## config.mk

```make
export PLATFORM = sky130hd
export DESIGN_NAME = div_issue_ctrl_flat
export DESIGN_NICKNAME = d
export VERILOG_FILES = /design/src/rtl/div_issue_ctrl_if.sv /design/src/rtl/div_issue_ctrl.sv /design/src/flat_wrapper.sv
export SDC_FILE = /design/constraint.sdc
export NUM_CORES = 1
export LEC_CHECK = 0
export BUFFER_PORTS_ARGS = -buffer_cell sky130_fd_sc_hd__buf_2
export CORE_ASPECT_RATIO = 0.7
export CORE_MARGIN = 2
export CORE_UTILIZATION = 32
export DETAILED_ROUTE_END_ITERATION = 8
export MAX_ROUTING_LAYER = met4
export SYNTH_ARGS = -nofsm -noshare
export SYNTH_HDL_FRONTEND = slang
export SYNTH_SLANG_ARGS = --single-unit
```

## constraint.sdc

```tcl
create_clock -name clk -period 4.55 [get_ports clk]
set_clock_uncertainty 0.1 [all_clocks]
set_input_delay 0.2275 -clock clk [delete_from_list [all_inputs] [get_ports clk]]
set_output_delay 0.2275 -clock clk [all_outputs]
set_load 0.05 [all_outputs]
```

## src/rtl/div_issue_ctrl_if.sv

```systemverilog
// Control/data bus between the EX-stage divide sequencer (master) and the shared
// multi-cycle divider (slave).
interface div_issue_ctrl_if;
  logic        div_start;
  logic        div_annul;
  logic        div_signed;
  logic [31:0] div_opa;
  logic [31:0] div_opb;
  logic        div_ready;
  logic [63:0] div_result;

  modport master (
    output div_start, div_annul, div_signed, div_opa, div_opb,
    input  div_ready, div_result
  );

  modport slave (
    input  div_start, div_annul, div_signed, div_opa, div_opb,
    output div_ready, div_result
  );
endinterface

```

## src/rtl/div_issue_ctrl.sv

```systemverilog
// Sequencer for the shared multi-cycle divider: latches operands, stalls EX, holds the
// {rem,quot} result until retirement, and aborts on flush or watchdog expiry.
// Optional macro DIV_ZERO_BYPASS_EN: a zero divisor skips the divider entirely.
module div_issue_ctrl #(
  parameter int unsigned TIMEOUT = 64
) (
  input  logic                   clk,
  input  logic                   rst,
  input  logic                   flushE,
  input  logic                   stallM,
  input  logic                   req_valid,
  input  logic                   req_signed,
  input  logic [31:0]            src_aE,
  input  logic [31:0]            src_bE,
  div_issue_ctrl_if.master       div_bus,
  output logic                   div_stallE,
  output logic [63:0]            result_o,
  output logic                   result_valid,
  output logic                   timeout_err
);

  typedef enum logic [1:0] {IDLE, BUSY, DONE, ABORT} state_t;

  localparam logic [7:0] CNT_LAST = 8'(TIMEOUT - 1);

  state_t      state;
  logic [7:0]  cnt;
  logic [31:0] opa;
  logic [31:0] opb;
  logic        sgn;
  logic        accept;

  assign accept = req_valid && !flushE;

  // NOTE: every register here uses <= so all of them sample pre-edge values together.
  always_ff @(posedge clk) begin
    if (rst) begin
      state       <= IDLE;
      cnt         <= '0;
      opa         <= '0;
      opb         <= '0;
      sgn         <= 1'b0;
      result_o    <= '0;
      timeout_err <= 1'b0;
    end else begin
      case (state)
        IDLE: begin
          if (accept) begin
            opa <= src_aE;
            opb <= src_bE;
            sgn <= req_signed;
            cnt <= '0;
`ifdef DIV_ZERO_BYPASS_EN
            if (src_bE == 32'd0) begin
              result_o <= {src_aE, 32'hFFFF_FFFF};
              state    <= DONE;
            end else begin
              state <= BUSY;
            end
`else
            state <= BUSY;
`endif
          end
        end
        BUSY: begin
          // Flush beats a same-cycle answer; the answer beats the watchdog.
          if (flushE) begin
            state <= ABORT;
          end else if (div_bus.div_ready) begin
            result_o <= div_bus.div_result;
            state    <= DONE;
          end else if (cnt == CNT_LAST) begin
            timeout_err <= 1'b1;
            state       <= ABORT;
          end else begin
            cnt <= cnt + 8'd1;
          end
        end
        DONE: begin
          if (flushE || !stallM) state <= IDLE;
        end
        ABORT: state <= IDLE;
        default: state <= IDLE;
      endcase
    end
  end

  assign div_bus.div_start  = (state == BUSY) && !rst;
  assign div_bus.div_annul  = rst || (state == ABORT);
  assign div_bus.div_signed = sgn;
  assign div_bus.div_opa    = opa;
  assign div_bus.div_opb    = opb;
  assign result_valid       = (state == DONE) && !rst;

  // NOTE: default assignment first so no path through the case leaves a latch.
  always_comb begin
    div_stallE = 1'b0;
    if (!rst) begin
      case (state)
        IDLE:    div_stallE = accept;
        BUSY:    div_stallE = 1'b1;
        default: div_stallE = 1'b0;
      endcase
    end
  end

endmodule

```

## src/flat_wrapper.sv

```systemverilog
// flat-port wrapper written by rule: the top's interface ports become plain ports
module div_issue_ctrl_flat 
#(
  parameter int unsigned TIMEOUT = 64
)
  (clk, rst, flushE, stallM, req_valid, req_signed, src_aE, src_bE, div_stallE, result_o, result_valid, timeout_err, div_bus_div_start, div_bus_div_annul, div_bus_div_signed, div_bus_div_opa, div_bus_div_opb, div_bus_div_ready, div_bus_div_result);
  div_issue_ctrl_if div_bus_i ();
  input  logic clk;
  input  logic rst;
  input  logic flushE;
  input  logic stallM;
  input  logic req_valid;
  input  logic req_signed;
  input  logic [31:0] src_aE;
  input  logic [31:0] src_bE;
  output logic div_stallE;
  output logic [63:0] result_o;
  output logic result_valid;
  output logic timeout_err;
  output wire logic [$bits(div_bus_i.div_start)-1:0] div_bus_div_start;
  output wire logic [$bits(div_bus_i.div_annul)-1:0] div_bus_div_annul;
  output wire logic [$bits(div_bus_i.div_signed)-1:0] div_bus_div_signed;
  output wire logic [$bits(div_bus_i.div_opa)-1:0] div_bus_div_opa;
  output wire logic [$bits(div_bus_i.div_opb)-1:0] div_bus_div_opb;
  input wire logic [$bits(div_bus_i.div_ready)-1:0] div_bus_div_ready;
  input wire logic [$bits(div_bus_i.div_result)-1:0] div_bus_div_result;
  assign div_bus_div_start = div_bus_i.div_start;
  assign div_bus_div_annul = div_bus_i.div_annul;
  assign div_bus_div_signed = div_bus_i.div_signed;
  assign div_bus_div_opa = div_bus_i.div_opa;
  assign div_bus_div_opb = div_bus_i.div_opb;
  assign div_bus_i.div_ready = div_bus_div_ready;
  assign div_bus_i.div_result = div_bus_div_result;
  div_issue_ctrl #(.TIMEOUT(TIMEOUT)) u_core (.clk(clk), .rst(rst), .flushE(flushE), .stallM(stallM), .req_valid(req_valid), .req_signed(req_signed), .src_aE(src_aE), .src_bE(src_bE), .div_bus(div_bus_i), .div_stallE(div_stallE), .result_o(result_o), .result_valid(result_valid), .timeout_err(timeout_err));
endmodule
```

# Word level (Yosys, flattened, before mapping)

Index checks and enable logic that the tools add are counted.
W data, S select, Z words.

Flip-flop bits (word level): 140
Bits of input ports: 135
Output and inout port bits: 134

Add/sub/neg operators: 1
Equality and inequality tests: 10
Muxes and demuxes: 13
Bitwise operators: 2
Reduce and logical (&&, ||, !) cells: 15

Operators with widths:

| kind                  | number |
|---|---|
| $mux W8               | 4 |
| $pmux W8 S2           | 1 |
| $mux W2               | 5 |
| $add A8 B1 Y8 const B | 1 |
| $eq A8 B6 Y1 const B  | 1 |
| $pmux W2 S4           | 1 |
| $ne A2 B2 Y1 const B  | 3 |
| $reduce_and A3 Y1     | 2 |
| $reduce_and A5 Y1     | 1 |
| $eq A2 B2 Y1 const B  | 2 |
| $ne A2 B1 Y1 const B  | 2 |
| $ne A4 B3 Y1 const B  | 1 |
| $reduce_and A4 Y1     | 1 |
| $logic_and A1 B1 Y1   | 3 |
| $logic_not A1 Y1      | 3 |
| $eq A2 B1 Y1 const B  | 1 |
| $logic_not A2 Y1      | 1 |
| $logic_or A1 B1 Y1    | 2 |
| $not A1 Y1            | 2 |
| $pmux W1 S2           | 1 |
| $reduce_and A2 Y1     | 1 |
| $reduce_bool A2 Y1    | 1 |
| $mux W1               | 1 |

# Logic depth before layout (Yosys ltp)

Gate-level depths: netlist of the first run.

Word-level depth: 5
Mapped depth: 8

# Worst setup path before layout of the first run

OpenSTA, ideal clock, no wires.

Path kind: register -> register
Start point: reg u_core.state[0]
End point: reg u_core.cnt[5]
Setup time: 57 ps
Arrival: 2197 ps
Required time: 4393 ps
Path slack: 2196 ps
Cell stages (with the launch flop): 6
Buffers on the path: 1
Clock period less this slack: 2354 ps
Path through: dfxtp_1 > buf_4 > nor3b_1 > nand2_1 > mux2i_1 > a21o_1

Cells in the longest elaborated chain, start to end: 3
Elaborated cells on any way between the ends: 9

Ends and longest elaborated chain:

| element                                                 | line                 | source |
|---|---|---|
| start: declaration                                      | div_issue_ctrl.sv:26 | `state_t state;` |
| start signal: assignment                                | div_issue_ctrl.sv:38 | `state <= IDLE;` |
| start signal: assignment                                | div_issue_ctrl.sv:61 | `state <= BUSY;` |
| start signal: assignment                                | div_issue_ctrl.sv:68 | `state <= ABORT;` |
| $eq A2 B1 Y1 / $logic_not A2 Y1 (equally long branches) | div_issue_ctrl.sv:46 | `case (state)` |
| $ne A2 B2 Y1 (no line) (tied with other cells)          | n/a                  |  |
| $reduce_and A5 Y1 (no line)                             | n/a                  |  |
| end signal: assignment                                  | div_issue_ctrl.sv:76 | `cnt <= cnt + 8'd1;` |
| end: declaration                                        | div_issue_ctrl.sv:27 | `logic [7:0] cnt;` |

Parallel ways exist; a longest one is shown, timed or not.
A chain may end at the register's enable or synchronous reset.

# Worst setup path after layout of the first run

Start point: reg u_core.state[0]
End point: reg u_core.result_o[28]

Cells in the longest elaborated chain, start to end: 2

Ends and longest elaborated chain:

| element                     | line                 | source |
|---|---|---|
| $eq A2 B1 Y1                | div_issue_ctrl.sv:46 |  |
| $reduce_and A3 Y1 (no line) | n/a                  |  |
| end signal: assignment      | div_issue_ctrl.sv:70 | `result_o <= div_bus.div_result;` |
| end: declaration            | div_issue_ctrl.sv:17 | `output logic [63:0] result_o,` |

Every way passes these cells.

==> results of run 1 <==
-- worst max-delay path, delay by kind of cell (launching register included) --
family | cells | cell delay, ns
AOI/OAI and AO/OA | 1 | 0.16
buffers and inverters | 1 | 0.46
DFF | 1 | 0.55
and+or+nand+nor | 3 | 1.22
-- cells in the final DEF, fill, tap and decap left out, types with 2 or more instances in the layout --
cell           instances
buf_4                  6
nor2b_1                2
nand2b_1               3
nand2_1              268
a21o_1                 2
dlygate4sd3_1        130
clkinvlp_4             2
nor2_1                 8
bufinv_16              5
a311oi_1               2
o2bb2ai_1              2
inv_1                  3
mux2i_1                2
clkinv_4               3
buf_2                267
clkbuf_16             17
nor3b_1                2
inv_6                  2
and2_1                 2
and3_1                 2
dfxtp_1              140
a21oi_1              135
-- through the flow --
stage / worst slack, ns / util [%] / std cells / hold WS, ns
after floorplan: 2.196 / - / 641 / 0.2635
after global placement: 2.073 / 42.02 / 1068 / 0.3408
after detailed placement: 2.001 / 42.02 / 1068 / 0.3439
after CTS: 1.969 / 54.63 / 1229 / 0.08973
after global routing: 1.696 / 54.64 / 1230 / 0.1207
final: 1.969 / 54.64 / 1230 / 0.1119
-- power groups by stage --
stage	clock network [mW]	logic, mW	registers [mW]
after global placement	0	0.373	1.31
after global routing	1.61	0.496	1.29
after detailed placement	0	0.372	1.32
final	1.52	0.463	1.29
after floorplan	0	0.116	1.45
after CTS	1.56	0.461	1.29
-- logic make-up after synthesis --
family                     after synthesis
adders and majority gates                1
DFF                                    140
muxes                                    2
buffers and inverters                   49
and+or+nand+nor                        299
AOI/OAI and AO/OA                      150
-- state kept, by name, indices dropped and copies added (netlist names) --
register,count
u_core.cnt,8
u_core.div_bus.div_opa,32
u_core.div_bus.div_opb,32
u_core.div_bus.div_signed,1
u_core.result_o,64
u_core.state,2
u_core.timeout_err,1
-- area by class of cell --
type                       count  area, µm²
antenna                        1      2.502
clock buffer                  18      439.2
clock inverter                13      214.0
fill                        1412       7030
inverter                       3      11.26
multi-input combinational    452       2067
sequential                   140       2803
tap                          200      250.2
timing repair buffer         403       2683
-- layer usage --
| metal | vias up | wire, µm |
|---|---|---|
| met3 | 39 | 1004 |
| met2 | 207 | 7819 |
| met5 | - | 0 |
| met4 | 0 | 452 |
| met1 | 2505 | 7232 |
| li1 | 2841 | - |
-- worst max path at each step --
stage          slack [ns]             endpoint       startpoint  cells past startpoint
2_1_floorplan        2.20        u_core.cnt[5]  u_core.state[0]                      5
3_3_place_gp         2.07  u_core.result_o[16]  u_core.state[0]                      5
3_5_place_dp         2.00  u_core.result_o[22]  u_core.state[0]                      5
4_1_cts              1.97   u_core.result_o[5]  u_core.state[0]                      5
5_1_grt              1.70  u_core.result_o[28]  u_core.state[0]                      5
6_report             1.97  u_core.result_o[28]  u_core.state[0]                      5
==> impl_metrics.csv, run 1 <==
group,metric,value,unit
finish,finalInstanceArea,8469,µm²
timing,finalSetupTns,0,ns
power,p_seq_share,39.4,%
global_route,grt_use_total,19.43,%
yosys,synth_mux_area_share,0.3941,%
yosys,syn_area,5080,µm²
setup_path,r2r_slack,1.97,ns
die,die_h,109.4,µm
power,pwr-share-clk,46.5,%
setup_path,cp_slowest_stage_delay,0.61,ns
die,die_x,154.6,µm
power,p_leak,3.766,nW
yosys,synth_area_leaders,"dfxtp_1 55%, nand2_1 20%, a21oi_1 13%",
global_route,busiest_layer,"met2",
cts,cts_tree,"done",
die,io_pins,269,
min_path,min-delay-start,"div_bus_div_ready",
yosys,syn_avg_cell_area,7.925,µm²
status,outcome,"completed",
power,ir_drop,0.2296,mV
detailed_routing,viasPerCell,4.546,
yosys,synth_compound_area_share,16.13,%
timing,fin_crit,2.581,ns
cts,holdBufCountCts,130,
yosys,syn-num-nets,777,
timing,final-setup-viol-count,0,
global_route,grt_pass1_wl,25640,µm
setup_path,arrival,2.81,ns
global_route,use_met1,22.97,%
timing,grt_setup_unrepaired,"false",
cts,clockBufferDepth,2,
die,die-area,16910,µm²
yosys,synthAdderAreaFrac,0.2463,%
global_route,grt.overflow.total,0,
finish,num-nets-final,1153,
cts,cts-buffers-inserted,17,
timing,finalHoldViolations,0,
job,max_cap_viol_count,0,
place,gp_congestion,0.7538,
die,start_util,32.77,%
die,rows,38,
power,total_power,3.276,mW
timing,worst_slew_pin_slew,0.7814,ns
global_route,antenna_found_initial,1,
power,power_frac_comb,14.1,%
setup_path,worstReg2RegEnd,"u_core.result_o[28]",
cts,cts-root-buf,"clkbuf_16",
timing,slew_viol_final,0,
min_path,hold-path-cell-count,4,
global_route,use_met2,31.57,%
timing,period_share,56.72,%
detailed_routing,drt_iter0_drc,392,
min_path,hold_class,"input pin to flop",
detailed_routing,vias,5592,
cts,cts_max_level,4,
detailed_routing,finalWirelength,16510,µm
yosys,synthArstFlopShare,0,%
yosys,yosysMostFrequentCell,"nand2_1",
detailed_routing,wl_per_cell,13.42,µm
global_route,first_global_vias,5305,
global_route,grt_max_degree,76,
yosys,ys_ff_latch,140,
yosys,synth_edf_count,0,
setup_path,r2r_start,"u_core.state[0]",
yosys,ys_seq_area_share,55.17,%
finish,area_growth,66.72,%
cts,clock-sinks,140,
place,dpl_cell_area,6513,µm²
yosys,synth_xor_area_share,0,%
yosys,yosysUniqueCellTypes,38,
setup_path,end_kind,"flop",
setup_path,crit_slowest_cell,"and2_2",
yosys,netlist.area_leader.share,55.17,%
yosys,yosys.area.top_type,"dfxtp_1",
detailed_routing,firstDrtPassIters,4,
timing,fmax,0.3875,GHz
setup_path,cp_cell_sequence,"nor2b_1 > and2_2 > buf_4 > nand2_1 > a21oi_1",
power,p_int,2.433,mW
cts,cts_repair_resize_count,0,
detailed_routing,drc,0,
place,io_buffers,268,
global_route,use_met3,4.809,%
setup_path,cp-start-kind,"flop",
setup_path,crit_required,4.78,ns
power,switching_share,25.73,%
finish,drive_gt1_share,30.22,%
yosys,synth_top_family_by_area,"simple AND/OR/NAND/NOR gates",
setup_path,path_max_fanout,37,
yosys,synthCells,641,
timing,relSlewSlack,47.91,%
power,switching_power,0.8427,mW
setup_path,criticalPathCategory,"flop to flop",
min_path,worstHoldEndpoint,"u_core.cnt[3]",
yosys,synthTopCellsByCount,"269 x nand2_1, 140 x dfxtp_1, 135 x a21oi_1, 23 x clkbuf_1, 20 x buf_2",
yosys,ys_warn_count,0,
yosys,yosys.area_share.simple,23.72,%
cts,cts.clk_slew.worst_paths,0.06,ns
place,dp_hpwl,9996,µm
power,powerDensity,386.8,nW/µm²
cts,post-cts-setup-buffer-count,0,
detailed_routing,ant_nets,0,
yosys,ys.flop_type,"dfxtp_1",
setup_path,ff2ff_path_depth,5,
die,core-area,15500,µm²
cts,worstSkewPairLatency,0.41,ns
Note: power is estimated with default switching activity, not from simulation.
==> run 2, diff against run 1 <==
Clock period 4.55 ns to 2.4 ns, I/O delays scaled along.
==> run 2 against run 1 <==
Critical path depth down 3. Cell count up 0.41%. Sequential power up 89%. Sequential share of layout area about the same. Die area unchanged. First-iteration DRC count up 2.6%.
==> impl_metrics.csv, run 2 (synthesis gave the netlist of run 1 again) <==
group,metric,value,unit
timing,worst_slew_pin_slew,0.7282,ns
setup_path,cp-start-kind,"flop",
finish,finalNonFillerCells,1235,
finish,num-nets-final,1159,
global_route,grt.overflow.total,0,
setup_path,critPathTopFamily,"simple AND/OR/NAND/NOR gates",
cts,cts-buffers-inserted,17,
finish,final_common_cell,"nand2_1",
setup_path,cp_cell_sequence,"nor3b_1 > buf_2",
timing,finalHoldViolations,0,
min_path,hold_class,"input pin to flop",
die,rows,38,
finish,layout_common_cells,"268 x nand2_1, 267 x buf_2, 140 x dfxtp_1",
setup_path,cp_slowest_stage_delay,0.58,ns
detailed_routing,drt_iter0_drc,402,
cts,cts.clk_slew.worst_paths,0.06,ns
finish,final_core_util,54.61,%
status,outcome,"completed",
setup_path,path_max_fanout,11,
setup_path,arrival,1.92,ns
cts,clock-sinks,140,
setup_path,worst-path-buf-inv,1,
power,total_power,5.919,mW
timing,fmax,0.4667,GHz
setup_path,end_kind,"output pin",
timing,fin_crit,2.143,ns
cts,cts_max_level,4,
timing,grt_setup_unrepaired,"false",
detailed_routing,drc,0,
detailed_routing,firstDrtPassIters,4,
power,ir_drop,0.4307,mV
cts,cts_tree,"done",
finish,n_antenna_cell,0,
global_route,grt_max_degree,67,
finish,largest_reg_flops,64,
cts,cts-root-buf,"clkbuf_16",
finish,top_register,"u_core.result_o",
die,core-area,15500,µm²
power,p_leak,3.756,nW
global_route,first_global_vias,5245,
place,dp_hpwl,10340,µm
timing,relSlewSlack,51.46,%
detailed_routing,vias,5605,
detailed_routing,ant_nets,0,
detailed_routing,wl_per_cell,13.50,µm
setup_path,r2r_slack,0.42,ns
die,io_pins,269,
die,die-area,16910,µm²
timing,slew_viol_final,0,
die,die_x,154.6,µm
timing,finalSetupTns,0,ns
setup_path,crit_required,2.18,ns
place,gp_congestion,0.7968,
global_route,grt_pass1_wl,25670,µm
place,io_buffers,268,
place,dp_cells,1074,
power,powerDensity,699.3,nW/µm²
global_route,antenna_found_initial,0,
timing,hold_ws,0.03558,ns
setup_path,crit_slowest_cell,"nor3b_1",
timing,period_share,89.27,%
finish,area_growth,66.63,%
timing,final-setup-viol-count,0,
detailed_routing,finalWirelength,16670,µm
detailed_routing,viasPerCell,4.538,
setup_path,criticalPathCategory,"flop to output pin",
cts,worstSkewPairLatency,0.41,ns
job,max_cap_viol_count,0,
cts,clockBufferDepth,2,
die,die_h,109.4,µm
die,start_util,32.77,%
finish,drive_gt1_share,30.53,%
global_route,grt_use_total,19.34,%
[run 2: cell types whose count changed in the layout (fill, tap and decap cells not counted), moves of 2 or more]
cell and change:
buf_4 +4, bufinv_16 -3, clkinvlp_4 +3, buf_12 +2
clkinv_4 -2
[run 2: repair_timing]
action / CTS / global route
resized for setup: 0 / 0
endpoints found under the setup margin: 0 / 0
hold endpoints to repair: 130 / 0
hold buffers: 130 / 0
buffers inserted: 0 / 0
[run 2: metal layers]
layer	wire, µm	track usage, %	part of all wire, %
met5	0	-	0
met4	179	6.415	1.1
met1	7572	23.96	45
met3	860	3.863	5.2
met2	8060	32.05	48
[run 2: tightest hold or removal path, cell delays in order]
cell and delay (ns):
buf_2 0.14, inv_1 0.09, a32o_1 0.16
[run 2: worst paths after layout]
check | startpoint | end | cells past startpoint
max reg2reg | u_core.state[0] | u_core.result_o[60] | 5
min reg2reg | u_core.div_bus.div_opa[30] | u_core.div_bus.div_opa[30] | 2
min | flushE | u_core.state[1] | 3
max | u_core.state[0] | div_bus_div_start | 2
[run 2: cell type report]
type                    instances  area (µm²)
clock buffers                  19       442.9
clock inverters                12       137.6
fillers                      1417        7036
inverters                       3       11.26
multi-input cells             452        2067
flip-flops and latches        140        2803
well taps                     200       250.2
repair buffers                409        2753
[run 2: through the flow]
stage | worst slack (ns) | cell area (µm²)
2_1_floorplan | 0.04562 | 5080
3_3_place_gp | 0.5074 | 6583
3_5_place_dp | 0.4592 | 6583
4_1_cts | 0.2079 | 8464
5_1_grt | 0.04643 | 8464
6_report | 0.2574 | 8464
[run 2: where the power goes]
part           total [mW]  switching [mW]  internal [mW]
Sequential           2.44          0.0412           2.40
Clock                2.59            1.03           1.56
Combinational       0.889           0.545          0.345
Total                5.92            1.61           4.31
==> run 3, diff against run 2 <==
Settings changed: CORE_MARGIN 2 to 4.
==> run 3 against run 2 <==
Wire length increased by 7.2%. Non-clock buffer count increased by 1. Via count increased by 1.3%. Clock-buffer cell count decreased by 2. First-iteration DRC count increased by 2.0%. Critical path depth increased by 3. Setup slack got worse by 0.062 ns. Sequential power about the same. Largest cell class unchanged. Highest routed layer unchanged.
==> impl_metrics.csv, run 3 (synthesis gave the netlist of run 1 again) <==
group,metric,value,unit
detailed_routing,drc,0,
cts,cts_max_level,4,
die,io_pins,269,
die,die_x,158.6,µm
finish,final_common_cell,"nand2_1",
die,die_h,113.4,µm
cts,cts_tree,"done",
die,rows,38,
timing,slew_viol_final,0,
global_route,grt_pass1_wl,27830,µm
cts,clock-sinks,140,
power,p_leak,3.833,nW
cts,cts-buffers-inserted,17,
timing,grt_setup_unrepaired,"false",
place,io_buffers,268,
timing,relSlewSlack,64.18,%
timing,final-setup-viol-count,0,
detailed_routing,wl_per_cell,14.47,µm
detailed_routing,ant_nets,0,
finish,drive_gt1_share,30.31,%
global_route,antenna_found_initial,0,
min_path,min-delay-start,"req_valid",
timing,period_share,91.85,%
timing,setup_ws,0.1957,ns
finish,largest_reg_flops,64,
setup_path,cp-start-kind,"flop",
setup_path,path_max_fanout,15,
power,powerDensity,736.1,nW/µm²
setup_path,end_kind,"flop",
global_route,first_global_vias,5626,
finish,layout_common_cells,"268 x nand2_1, 267 x buf_2, 140 x dfxtp_1",
finish,finalNonFillerCells,1236,
setup_path,crit_required,2.66,ns
cts,worstSkewPairLatency,0.41,ns
die,die-area,17990,µm²
place,place_ws,0.4441,ns
cts,clockBufferDepth,2,
global_route,grt.overflow.total,0,
power,ir_drop,0.3933,mV
detailed_routing,finalWirelength,17880,µm
detailed_routing,viasPerCell,4.592,
detailed_routing,drt_iter0_drc,410,
cts,cts-root-buf,"clkbuf_16",
timing,worst_slew_pin_slew,0.5373,ns
finish,fillers,1385,
place,dp_hpwl,10730,µm
status,outcome,"completed",
setup_path,r2r_start,"u_core.state[0]",
finish,finalInstanceArea,8597,µm²
place,dp_cells,1071,
detailed_routing,firstDrtPassIters,5,
power,total_power,6.328,mW
min_path,hold_class,"input pin to flop",
finish,n_antenna_cell,0,
setup_path,criticalPathCategory,"flop to flop",
job,max_cap_viol_count,0,
detailed_routing,vias,5676,
finish,area_growth,69.24,%
global_route,grt_max_degree,113,
finish,num-nets-final,1160,
timing,finalSetupTns,0,ns
timing,finalHoldViolations,0,
die,start_util,32.67,%
setup_path,arrival,2.46,ns
timing,fmax,0.4537,GHz
finish,top_register,"u_core.result_o",
place,gp_congestion,0.8127,
place,dpl_cell_area,6585,µm²
cts,cts.clk_slew.worst_paths,0.06,ns
timing,fin_crit,2.204,ns
die,core-area,15550,µm²
global_route,grt_use_total,19.69,%
setup_path,startpoint,"u_core.state[0]",
[run 3: worst paths after layout]
check	endpoint	slack (ns)	depth (start not counted)
min	u_core.state[0]	0.1	4
min reg2reg	u_core.div_bus.div_opa[10]	0.35	2
max reg2reg	u_core.result_o[62]	0.20	5
max	u_core.result_o[62]	0.20	5
[run 3: cell type report]
type | count | area [µm²] | share of cell area, %
Sequential cell | 140 | 2803 | 32.60
Timing Repair Buffer | 410 | 2799 | 32.56
Multi-Input combinational cell | 452 | 2067 | 24.04
Clock buffer | 17 | 425.4 | 4.948
Tap cell | 200 | 250.2 | 2.911
Clock inverter | 14 | 241.5 | 2.809
Inverter | 3 | 11.26 | 0.1310
[run 3: worst max-delay path, stage by stage (launching register included)]
cell and delay, ns:
dfxtp_1 0.55, nor2b_1 0.30, and2_2 0.41, nand2_1 0.10, a21oi_1 0.13, dlygate4sd3_1 0.55
[run 3: what timing repair did]
item | CTS | global route
resized for setup | 0 | 1
setup endpoints to repair | 0 | 1
setup buffers | 0 | 0
hold buffers | 134 | 0
endpoints found under the hold margin | 131 | 0
[run 3: report_power, final]
group	switching, mW	total (mW)	internal, mW
sequential	0.0417	2.44	2.40
combinational	0.553	0.904	0.351
clock	1.03	2.98	1.95
[run 3: per-layer routing]
metal / up-vias / track usage (%) / wire [µm]
li1: 2856 / - / -
met3: 22 / 5.082 / 1257
met5: - / - / 0
met1: 2587 / 24.48 / 7973
met4: 0 / 6.591 / 268
met2: 211 / 31.29 / 8380
[run 3: metrics by stage]
step | utilization, % | hold WS [ns]
6_report | 55.30 | 0.09673
5_1_grt | 55.30 | 0.1123
3_5_place_dp | 42.35 | 0.2650
3_3_place_gp | 42.35 | 0.2615
2_1_floorplan | - | 0.1560
4_1_cts | 55.27 | 0.06729
